**src/rtl/ex_muldiv_ctrl_if.sv**
```systemverilog
// ============================================================================
// Module   : ex_muldiv_ctrl_if
// Brief    : EX-stage mul/div request and result bundle.
// Revision : 1.0 - initial release
// ============================================================================
`default_nettype none

interface ex_muldiv_ctrl_if #(
    parameter int WORD = 32
) ();
    logic            req_valid;
    logic [2:0]      req_op;
    logic [WORD-1:0] src_a;
    logic [WORD-1:0] src_b;
    logic            flush;
    logic            stall_out;
    logic            res_valid;
    logic [WORD-1:0] result;
    logic            busy;

    modport master (
        output req_valid, req_op, src_a, src_b, flush,
        input  stall_out, res_valid, result, busy
    );

    modport slave (
        input  req_valid, req_op, src_a, src_b, flush,
        output stall_out, res_valid, result, busy
    );
endinterface

`default_nettype wire

```
**src/rtl/ex_muldiv_ctrl.sv**
```systemverilog
// ============================================================================
// Module   : ex_muldiv_ctrl
// Brief    : EX-stage multiply (2-cycle) / restoring divide (32-step) sequencer.
// Revision : 1.0 - initial release
// ============================================================================
`default_nettype none

module ex_muldiv_ctrl #(
    parameter int WORD = 32
) (
    input  logic             clk,
    input  logic             rst,
    ex_muldiv_ctrl_if.slave  bus
);

    localparam logic [2:0] c_IDLE = 3'd0;
    localparam logic [2:0] c_MUL1 = 3'd1;
    localparam logic [2:0] c_MUL2 = 3'd2;
    localparam logic [2:0] c_DIV  = 3'd3;
    localparam logic [2:0] c_DONE = 3'd4;

    localparam logic [4:0] c_LAST_STEP = 5'd31;

    logic [2:0]        r_state;
    logic [1:0]        r_op;
    logic [WORD-1:0]   r_a;
    logic [WORD-1:0]   r_b;
    logic [2*WORD-1:0] r_prod;
    logic [WORD-1:0]   r_quo;
    logic [WORD-1:0]   r_rem;
    logic [WORD-1:0]   r_div;
    logic              r_q_neg;
    logic              r_r_neg;
    logic [4:0]        r_count;
    logic [WORD-1:0]   r_result;

    // Operand magnitudes for signed divides, taken straight off the forwarded buses.
    logic            w_signed_div;
    logic [WORD-1:0] w_a_mag;
    logic [WORD-1:0] w_b_mag;

    assign w_signed_div = ~bus.req_op[1];
    assign w_a_mag = (w_signed_div & bus.src_a[WORD-1]) ? -bus.src_a : bus.src_a;
    assign w_b_mag = (w_signed_div & bus.src_b[WORD-1]) ? -bus.src_b : bus.src_b;

    // Operands are fully extended to 64 bits, so the low 64 product bits are exact.
    logic              w_mul_zext;
    logic              w_mul_hi;
    logic [2*WORD-1:0] w_mul_a;
    logic [2*WORD-1:0] w_mul_b;
    logic [2*WORD-1:0] w_prod;

    assign w_mul_zext = (r_op == 2'b10);
    assign w_mul_hi   = (r_op == 2'b01) | (r_op == 2'b10);
    assign w_mul_a    = {{WORD{~w_mul_zext & r_a[WORD-1]}}, r_a};
    assign w_mul_b    = {{WORD{~w_mul_zext & r_b[WORD-1]}}, r_b};
    assign w_prod     = w_mul_a * w_mul_b;

    // One restoring step; the dividend is shifted out of r_quo as quotient bits shift in.
    logic [WORD:0]   w_rem_sh;
    logic            w_ge;
    logic [WORD-1:0] w_sub;
    logic [WORD-1:0] w_rem_nx;
    logic [WORD-1:0] w_quo_nx;
    logic [WORD-1:0] w_div_res;

    assign w_rem_sh = {r_rem, r_quo[WORD-1]};
    assign w_ge     = (w_rem_sh >= {1'b0, r_div});
    assign w_sub    = w_rem_sh[WORD-1:0] - r_div;
    assign w_rem_nx = w_ge ? w_sub : w_rem_sh[WORD-1:0];
    assign w_quo_nx = {r_quo[WORD-2:0], w_ge};
    assign w_div_res = r_op[0] ? (r_r_neg ? -w_rem_nx : w_rem_nx)
                               : (r_q_neg ? -w_quo_nx : w_quo_nx);

    always_ff @(posedge clk) begin
        if (rst) begin
            r_state  <= c_IDLE;
            r_op     <= 2'b00;
            r_a      <= '0;
            r_b      <= '0;
            r_prod   <= '0;
            r_quo    <= '0;
            r_rem    <= '0;
            r_div    <= '0;
            r_q_neg  <= 1'b0;
            r_r_neg  <= 1'b0;
            r_count  <= 5'd0;
            r_result <= '0;
        end else if (bus.flush) begin
            r_state <= c_IDLE;
        end else begin
            case (r_state)
                c_IDLE: begin
                    if (bus.req_valid) begin
                        r_op    <= bus.req_op[1:0];
                        r_a     <= bus.src_a;
                        r_b     <= bus.src_b;
                        r_quo   <= w_a_mag;
                        r_div   <= w_b_mag;
                        r_rem   <= '0;
                        r_count <= 5'd0;
                        r_q_neg <= w_signed_div & (bus.src_a[WORD-1] ^ bus.src_b[WORD-1]);
                        r_r_neg <= w_signed_div & bus.src_a[WORD-1];
                        if (!bus.req_op[2]) begin
                            r_state <= c_MUL1;
                        end else if (bus.src_b == '0) begin
                            r_state  <= c_DONE;
                            r_result <= bus.req_op[0] ? bus.src_a : '1;
                        end else begin
                            r_state <= c_DIV;
                        end
                    end
                end
                c_MUL1: begin
                    r_prod  <= w_prod;
                    r_state <= c_MUL2;
                end
                c_MUL2: begin
                    r_result <= w_mul_hi ? r_prod[2*WORD-1:WORD] : r_prod[WORD-1:0];
                    r_state  <= c_DONE;
                end
                c_DIV: begin
                    r_quo   <= w_quo_nx;
                    r_rem   <= w_rem_nx;
                    r_count <= r_count + 5'd1;
                    if (r_count == c_LAST_STEP) begin
                        r_result <= w_div_res;
                        r_state  <= c_DONE;
                    end
                end
                c_DONE:  r_state <= c_IDLE;
                default: r_state <= c_IDLE;
            endcase
        end
    end

    assign bus.stall_out = bus.req_valid & (r_state != c_DONE) & ~bus.flush & ~rst;
    assign bus.busy      = (r_state != c_IDLE);
    assign bus.res_valid = (r_state == c_DONE);
    assign bus.result    = r_result;

endmodule

`default_nettype wire
```
**src/flat_wrapper.sv**
```systemverilog
// flat-port wrapper written by rule: the top's interface ports become plain ports
module ex_muldiv_ctrl_flat 
#(
    parameter int WORD = 32
)
  (clk, rst, bus_req_valid, bus_req_op, bus_src_a, bus_src_b, bus_flush, bus_stall_out, bus_res_valid, bus_result, bus_busy);
  ex_muldiv_ctrl_if #(.WORD(WORD)) bus_i ();
  input  logic clk;
  input  logic rst;
  input wire logic [$bits(bus_i.req_valid)-1:0] bus_req_valid;
  input wire logic [$bits(bus_i.req_op)-1:0] bus_req_op;
  input wire logic [$bits(bus_i.src_a)-1:0] bus_src_a;
  input wire logic [$bits(bus_i.src_b)-1:0] bus_src_b;
  input wire logic [$bits(bus_i.flush)-1:0] bus_flush;
  output wire logic [$bits(bus_i.stall_out)-1:0] bus_stall_out;
  output wire logic [$bits(bus_i.res_valid)-1:0] bus_res_valid;
  output wire logic [$bits(bus_i.result)-1:0] bus_result;
  output wire logic [$bits(bus_i.busy)-1:0] bus_busy;
  assign bus_i.req_valid = bus_req_valid;
  assign bus_i.req_op = bus_req_op;
  assign bus_i.src_a = bus_src_a;
  assign bus_i.src_b = bus_src_b;
  assign bus_i.flush = bus_flush;
  assign bus_stall_out = bus_i.stall_out;
  assign bus_res_valid = bus_i.res_valid;
  assign bus_result = bus_i.result;
  assign bus_busy = bus_i.busy;
  ex_muldiv_ctrl #(.WORD(WORD)) u_core (.clk(clk), .rst(rst), .bus(bus_i));
endmodule
```
**config.mk**
```make
export PLATFORM = sky130hd
export DESIGN_NAME = ex_muldiv_ctrl_flat
export DESIGN_NICKNAME = d
export VERILOG_FILES = /design/src/rtl/ex_muldiv_ctrl_if.sv /design/src/rtl/ex_muldiv_ctrl.sv /design/src/flat_wrapper.sv
export SDC_FILE = /design/constraint.sdc
export NUM_CORES = 2
export LEC_CHECK = 0
export BUFFER_PORTS_ARGS = -buffer_cell sky130_fd_sc_hd__buf_2
export CAP_MARGIN = 20
export CORE_UTILIZATION = 49
export DETAILED_ROUTE_END_ITERATION = 6
export PLACE_DENSITY = 0.69
export SYNTH_ARGS = -nofsm -noshare
export SYNTH_HDL_FRONTEND = slang
export SYNTH_SLANG_ARGS = --single-unit
```
**constraint.sdc**
```tcl
create_clock -name clk -period 24.3 [get_ports clk]
set_clock_uncertainty 0.05 [all_clocks]
set_input_delay 2.43 -clock clk [delete_from_list [all_inputs] [get_ports clk]]
set_output_delay 2.43 -clock clk [all_outputs]
set_load 0.02 [all_outputs]
```
Word level (Yosys, flattened, before mapping)

Cells that the tools add are included.

Word-level logic and storage cells: 81
Input bits: 71
Output and inout port bits: 35
Flip-flop bits (word level): 268

$mul: 1
Muxes and demuxes: 24
Reduce and logical (&&, ||, !) cells: 11
Bitwise logic cells: 14
Equality and inequality tests: 12
Magnitude comparators: 1
Add/subtract/negate cells: 6

Operators with widths:

| cell                  | count |
|---|---|
| $mux W32              | 14 |
| $neg A32 Y32          | 4 |
| $pmux W32 S2          | 2 |
| $pmux W32 S3          | 1 |
| $mul A33 B33 Y64      | 1 |
| $ge A33 B32 Y1        | 1 |
| $logic_not A32 Y1     | 1 |
| $sub A32 B32 Y32      | 1 |
| $mux W3               | 4 |
| $pmux W3 S4           | 1 |
| $pmux W5 S2           | 1 |
| $and A1 B1 Y1         | 8 |
| $eq A3 B2 Y1 const B  | 2 |
| $reduce_and A3 Y1     | 2 |
| $reduce_and A6 Y1     | 1 |
| $reduce_bool A3 Y1    | 2 |
| $add A5 B1 Y5 const B | 1 |
| $eq A5 B5 Y1 const B  | 1 |
| $mux W5               | 1 |
| $ne A2 B1 Y1 const B  | 2 |
| $ne A2 B2 Y1 const B  | 2 |
| $not A1 Y1            | 4 |
| $reduce_and A2 Y1     | 2 |
| $eq A3 B1 Y1 const B  | 1 |
| other kinds (9)       | 9 |

Logic depth before layout (Yosys ltp)

Word-level depth: 7
Gate-level depth with buffers: 35
Depth with buffers taken out: 32

Least setup slack after synthesis

OpenSTA, ideal clock, no wires.

Path kind: reg-to-reg
From: register u_core.r_op[0]
To: register u_core.r_prod[60]
Stages on the path, launching flop included: 33
Setup slack: 15.616 ns
Required time: 24.176 ns
Library setup time: 0.074 ns
Path buffers: 3
Arrival: 8.560 ns
Cell sequence: dfxtp_1 > clkinv_1 > clkbuf_1 > ha_1 > nor2b_1 > clkbuf_1 > nand2_1 > inv_1 > fa_1 > inv_1 > fa_1 > inv_1 > fa_1 > fa_1 > inv_1 > fa_1 > fa_1 > fa_1 > fa_1 > inv_1 > ha_1 > clkbuf_1 > a21oi_1 > nor2b_1 > o21ai_0 > nand2b_1 > nand2b_1 > nor3_1 > a211o_1 > o21ai_1 > o311a_1 > or4_1 > a31oi_1

Word-level cells in the longest chain between the ends: 4
Elaborated cells between the ends (all ways): 5
Those cells by class: mul: 1; eq/ne: 1; bitwise: 3

Ends and longest elaborated chain:

| element                                 | RTL line                                   | RTL |
|---|---|---|
| start: declaration                      | ex_muldiv_ctrl.sv:25                       | `logic [1:0] r_op;` |
| start signal: assignment                | ex_muldiv_ctrl.sv:95                       | `r_op <= bus.req_op[1:0];` |
| $eq A2 B2 Y1 (*)                        | ex_muldiv_ctrl.sv:53                       | `assign w_mul_zext = (r_op == 2'b10);` |
| $not A1 Y1 (*)                          | ex_muldiv_ctrl.sv:55, ex_muldiv_ctrl.sv:56 |  |
| $and A1 B1 Y1, on equally long branches | ex_muldiv_ctrl.sv:55, ex_muldiv_ctrl.sv:56 |  |
| $mul A33 B33 Y64 (*)                    | ex_muldiv_ctrl.sv:57                       | `assign w_prod = w_mul_a * w_mul_b;` |
| end signal: assignment                  | ex_muldiv_ctrl.sv:115                      | `r_prod <= w_prod;` |
| end: declaration                        | ex_muldiv_ctrl.sv:28                       | `logic [2*WORD-1:0] r_prod;` |

Every way passes the cells marked *; elsewhere a longest branch is shown, timed or not.
A chain may end at the register's enable or synchronous reset.

Worst setup path after layout

From: register u_core.r_op[0]
To: register u_core.r_prod[63]

The elaborated chain is that of the path after synthesis.

==> impl_metrics.prom <==
# TYPE chip_impl_metric gauge
chip_impl_metric{name="synth-seq-area-share",unit="%"} 9.92
chip_impl_metric{name="cts_hold_buffers",unit=""} 0
chip_impl_metric{name="p_leak",unit="µW"} 0.0255
chip_impl_metric{name="multi_input_comb_area",unit="µm²"} 42500
chip_impl_metric{name="vias_post_dr",unit=""} 43100
chip_impl_metric{name="fp.dieW",unit="µm"} 334
chip_impl_metric{name="antenna_violating_nets_post_route",unit=""} 0
chip_impl_metric{name="vias_per_cell",unit=""} 5.66
chip_impl_metric{name="placement.cell_area",unit="µm²"} 55400
chip_impl_metric{name="initial_core_util",unit="%"} 49.5
chip_impl_metric{name="async_reset_ff_share",unit="%"} 0
chip_impl_info{name="critPathMostFrequentCell",value="fa_1"} 1
chip_impl_metric{name="route.detailed.drc",unit=""} 0
chip_impl_metric{name="placement.io_buffers",unit=""} 105
chip_impl_info{name="synth_top_cells_by_area",value="fa_1 (42%), dfxtp_1 (9.9%), inv_1 (8.5%), nand2_1 (7.6%), ha_1 (5.8%)"} 1
chip_impl_metric{name="detailedPlacementHpwl",unit="µm"} 122000
chip_impl_metric{name="cp_max_fo",unit=""} 30
chip_impl_metric{name="num_io_pins",unit=""} 106
chip_impl_metric{name="clk_pin_slew",unit="ps"} 60
chip_impl_metric{name="area_added_between_synthesis_and_finish",unit="%"} 4.75
chip_impl_info{name="timing.setup.critical_path_class",value="reg -> reg"} 1
chip_impl_metric{name="tritoncts.num_buffers",unit=""} 31
chip_impl_metric{name="seq_area",unit="µm²"} 5350
chip_impl_metric{name="clockBufferDepth",unit=""} 3
chip_impl_metric{name="first_global_vias",unit=""} 44300
chip_impl_info{name="outcome",value="complete, no violations"} 1
chip_impl_metric{name="yosysTopAreaCellShare",unit="%"} 41.8
chip_impl_metric{name="count_of_flip_flops_with_a_built_in_enable_after_synthesis",unit=""} 0
chip_impl_metric{name="totalNegativeSetupSlack",unit="ps"} 0
chip_impl_metric{name="antenna_violations_before_repair",unit=""} 7
chip_impl_metric{name="final.period_utilization",unit="%"} 39.9
chip_impl_info{name="timing.critical_path.slowest_stage_cell",value="fa_1"} 1
chip_impl_info{name="critical_path.startpoint_type",value="register"} 1
chip_impl_metric{name="timing_hold_violations_final",unit=""} 0
chip_impl_metric{name="mappedNetlistNets",unit=""} 7784
chip_impl_metric{name="fraction_of_layout_cells_with_a_size_suffix_above_1",unit="%"} 5.03
chip_impl_info{name="synth_top_flop_cell",value="dfxtp_1"} 1
chip_impl_metric{name="gr-total-overflow",unit=""} 0
chip_impl_metric{name="drt_pre_antenna_iters",unit=""} 6
chip_impl_info{name="tritoncts",value="built"} 1
chip_impl_metric{name="timing_worst_slew_pin_value",unit="ps"} 1070
chip_impl_metric{name="grt_first_pass_wirelength",unit="µm"} 252000
chip_impl_metric{name="gpl.final_weighted_congestion",unit=""} 0.970
chip_impl_metric{name="design.core.area",unit="µm²"} 109000
chip_impl_metric{name="cts-resized-gates",unit=""} 0
chip_impl_metric{name="global_route.usage.total",unit="%"} 28.9
chip_impl_metric{name="ratio_of_total_power_to_cell_area",unit="nW/µm²"} 27.6
chip_impl_metric{name="synth.lib_cells_used.distinct",unit=""} 94
chip_impl_metric{name="worst-endpoint-required",unit="ps"} 24780
chip_impl_metric{name="detail_route.iter0.violations",unit=""} 3842
chip_impl_metric{name="clock-sinks",unit=""} 267
chip_impl_info{name="rsz0062_at_grt",value="false"} 1
chip_impl_metric{name="final_net_count",unit=""} 7634
chip_impl_metric{name="timing.slew.headroom",unit="%"} 28.7
chip_impl_metric{name="grt_max_degree",unit=""} 93
chip_impl_metric{name="drv_slew",unit=""} 0
chip_impl_metric{name="finalCriticalPeriod",unit="ps"} 9710
chip_impl_metric{name="fp.dieArea",unit="µm²"} 111000
chip_impl_metric{name="crit_arrival",unit="ps"} 10180
chip_impl_info{name="timing.hold.worst.class",value="reg -> reg"} 1
chip_impl_metric{name="vertical_die_dimension",unit="µm"} 334
chip_impl_metric{name="vdd_ir_drop_max",unit="V"} 0.0000569
chip_impl_metric{name="post_synth_inst_count",unit=""} 6336
chip_impl_info{name="synthMostInstantiatedCell",value="inv_1"} 1
chip_impl_metric{name="insertion_delay",unit="ps"} 610
chip_impl_metric{name="totalWireLength",unit="µm"} 157000
chip_impl_metric{name="cap_violations",unit=""} 0
chip_impl_metric{name="cts_htree_levels",unit=""} 1
chip_impl_info{name="worstSetupEndpointType",value="register"} 1
chip_impl_metric{name="syn_area_per_cell",unit="µm²"} 8.51
chip_impl_metric{name="fmax",unit="MHz"} 103
chip_impl_metric{name="dp_cells",unit=""} 7567
chip_impl_info{name="synth_area_leader_cell",value="fa_1"} 1
chip_impl_metric{name="std_cell_rows",unit=""} 121
chip_impl_metric{name="report.final.setup_viol",unit=""} 0
chip_impl_metric{name="finalInstanceArea",unit="µm²"} 56500
chip_impl_metric{name="cpPeakStageDelay",unit="ps"} 640
chip_impl_metric{name="mappedNetlistArea",unit="µm²"} 53900
chip_impl_metric{name="wire_per_inst",unit="µm"} 20.6
chip_impl_metric{name="cts_post_setup_buffers_inserted",unit=""} 0
chip_impl_metric{name="yosysWarnings",unit=""} 0
chip_impl_metric{name="final.fill_count",unit=""} 10200
chip_impl_info{name="cts-root-buf",value="clkbuf_16"} 1
chip_impl_metric{name="power.total",unit="µW"} 1560
chip_impl_info{name="synth_commonest_cells",value="inv_1 (1,219), fa_1 (1,126), nand2_1 (1,086), and2_1 (347), clkbuf_1 (345)"} 1
chip_impl_metric{name="layout_cells_excl_fill",unit=""} 7624
chip_impl_metric{name="yosys_register_bits",unit=""} 267
[registers in the layout, indices dropped and copies added (netlist names)]
| register | cells |
|---|---|
| u_core.r_prod | 64 |
| u_core.r_rem | 32 |
| u_core.bus.result | 32 |
| u_core.r_div | 32 |
| u_core.r_state | 3 |
| u_core.r_op | 2 |
| u_core.r_a | 32 |
| u_core.r_quo | 32 |
| u_core.r_count | 5 |
| u_core.r_q_neg | 1 |
| u_core.r_b | 31 |
| u_core.r_r_neg | 1 |
[cell type report]
| type | count | share of cell area (%) |
|---|---|---|
| antenna | 2 | 0.00886 |
| clock buffer | 43 | 1.61 |
| tap | 1414 | 3.13 |
| inverter | 1220 | 8.11 |
| multi-input combinational | 4472 | 75.3 |
| timing repair buffer | 194 | 2.13 |
| clock inverter | 12 | 0.182 |
| sequential | 267 | 9.48 |
[power by group]
group          internal, µW  switching, µW
registers               456           23.6
clock network           271            201
logic                   206            400
total                   933            624
[placed cells by master (no fill, tap or decap), types with 11 or more instances in the layout]
cell / netlist / routed
inv_1: 1219 / 1219
fa_1: 1126 / 1126
nand2_1: 1086 / 1085
and2_1: 347 / 347
a21oi_1: 294 / 294
nor2_1: 286 / 285
dfxtp_1: 267 / 261
ha_1: 251 / 251
o21ai_0: 151 / 151
xnor2_1: 114 / 114
buf_2: 16 / 104
buf_4: 5 / 89
a211oi_1: 85 / 85
xor2_1: 79 / 79
a21o_1: 50 / 50
nor3_1: 46 / 46
mux2i_1: 46 / 46
nand3_1: 37 / 37
o31ai_1: 32 / 32
clkbuf_16: 0 / 31
or3_1: 30 / 30
nor2b_1: 28 / 27
o211ai_1: 25 / 25
o41ai_1: 20 / 20
a31oi_1: 19 / 19
a22oi_1: 19 / 19
nand2b_1: 18 / 18
nand4_1: 18 / 18
nor4_1: 19 / 18
and3_1: 17 / 17
a311oi_1: 17 / 17
or2_2: 15 / 15
or4_1: 13 / 12
o21bai_1: 12 / 12
o221ai_1: 12 / 12
o21a_1: 11 / 11
[logic make-up (layout without fill, tap and decap cells)]
kind of cell               after synthesis  count (layout)  synth area share (%)
and+or+nand+nor                       2004            2004                  16.9
buffers and inverters                 1597            1469                  11.2
adders and majority gates             1377            1377                  47.6
AOI/OAI and AO/OA                      842             842                  10.1
DFF                                    267             267                  9.92
xor gates and xnor gates               193             193                  3.14
muxes                                   56              56                  1.06
other                                    0               2                     0
[per-stage QoR]
step | setup WS, ps | util (%) | hold WS (ps)
global route | 14130 | 51.8 | 421
finish | 14590 | 51.8 | 405
CTS | 14690 | 51.8 | 404
detailed placement | 14700 | 50.9 | 395
global placement | 14940 | 50.9 | 384
floorplan | 15620 | - | 377
[critical path, delay by kind of cell (launching register included)]
family / cells / cell delay [ps]
AO/OA/AOI/OAI: 5 / 1620
XOR/XNOR: 1 / 120
adder cells (fa/ha/maj): 10 / 5040
buffers and inverters: 7 / 1550
flip-flops: 1 / 330
AND/OR/NAND/NOR: 6 / 900
[final timing paths]
path,startpoint,end,slack [ps],cells after the start
worst max-delay path,u_core.r_op[0],u_core.r_prod[63],14590,29
worst min-delay path,u_core.r_prod[33],u_core.r_prod[33],400,2
worst max register to register,u_core.r_op[0],u_core.r_prod[63],14590,29
worst min register to register,u_core.r_prod[33],u_core.r_prod[33],400,2
[layer usage]
| metal | up-vias | part of all wire, % | GRT usage [%] |
|---|---|---|---|
| li1 | 19100 | - | - |
| met4 | 2 | 4.2 | 10.3 |
| met2 | 1762 | 46 | 46.3 |
| met1 | 21900 | 42 | 40.2 |
| met5 | - | 0.0083 | 0 |
| met3 | 316 | 7.8 | 3.92 |
Note: power is estimated with default switching activity, not from simulation.
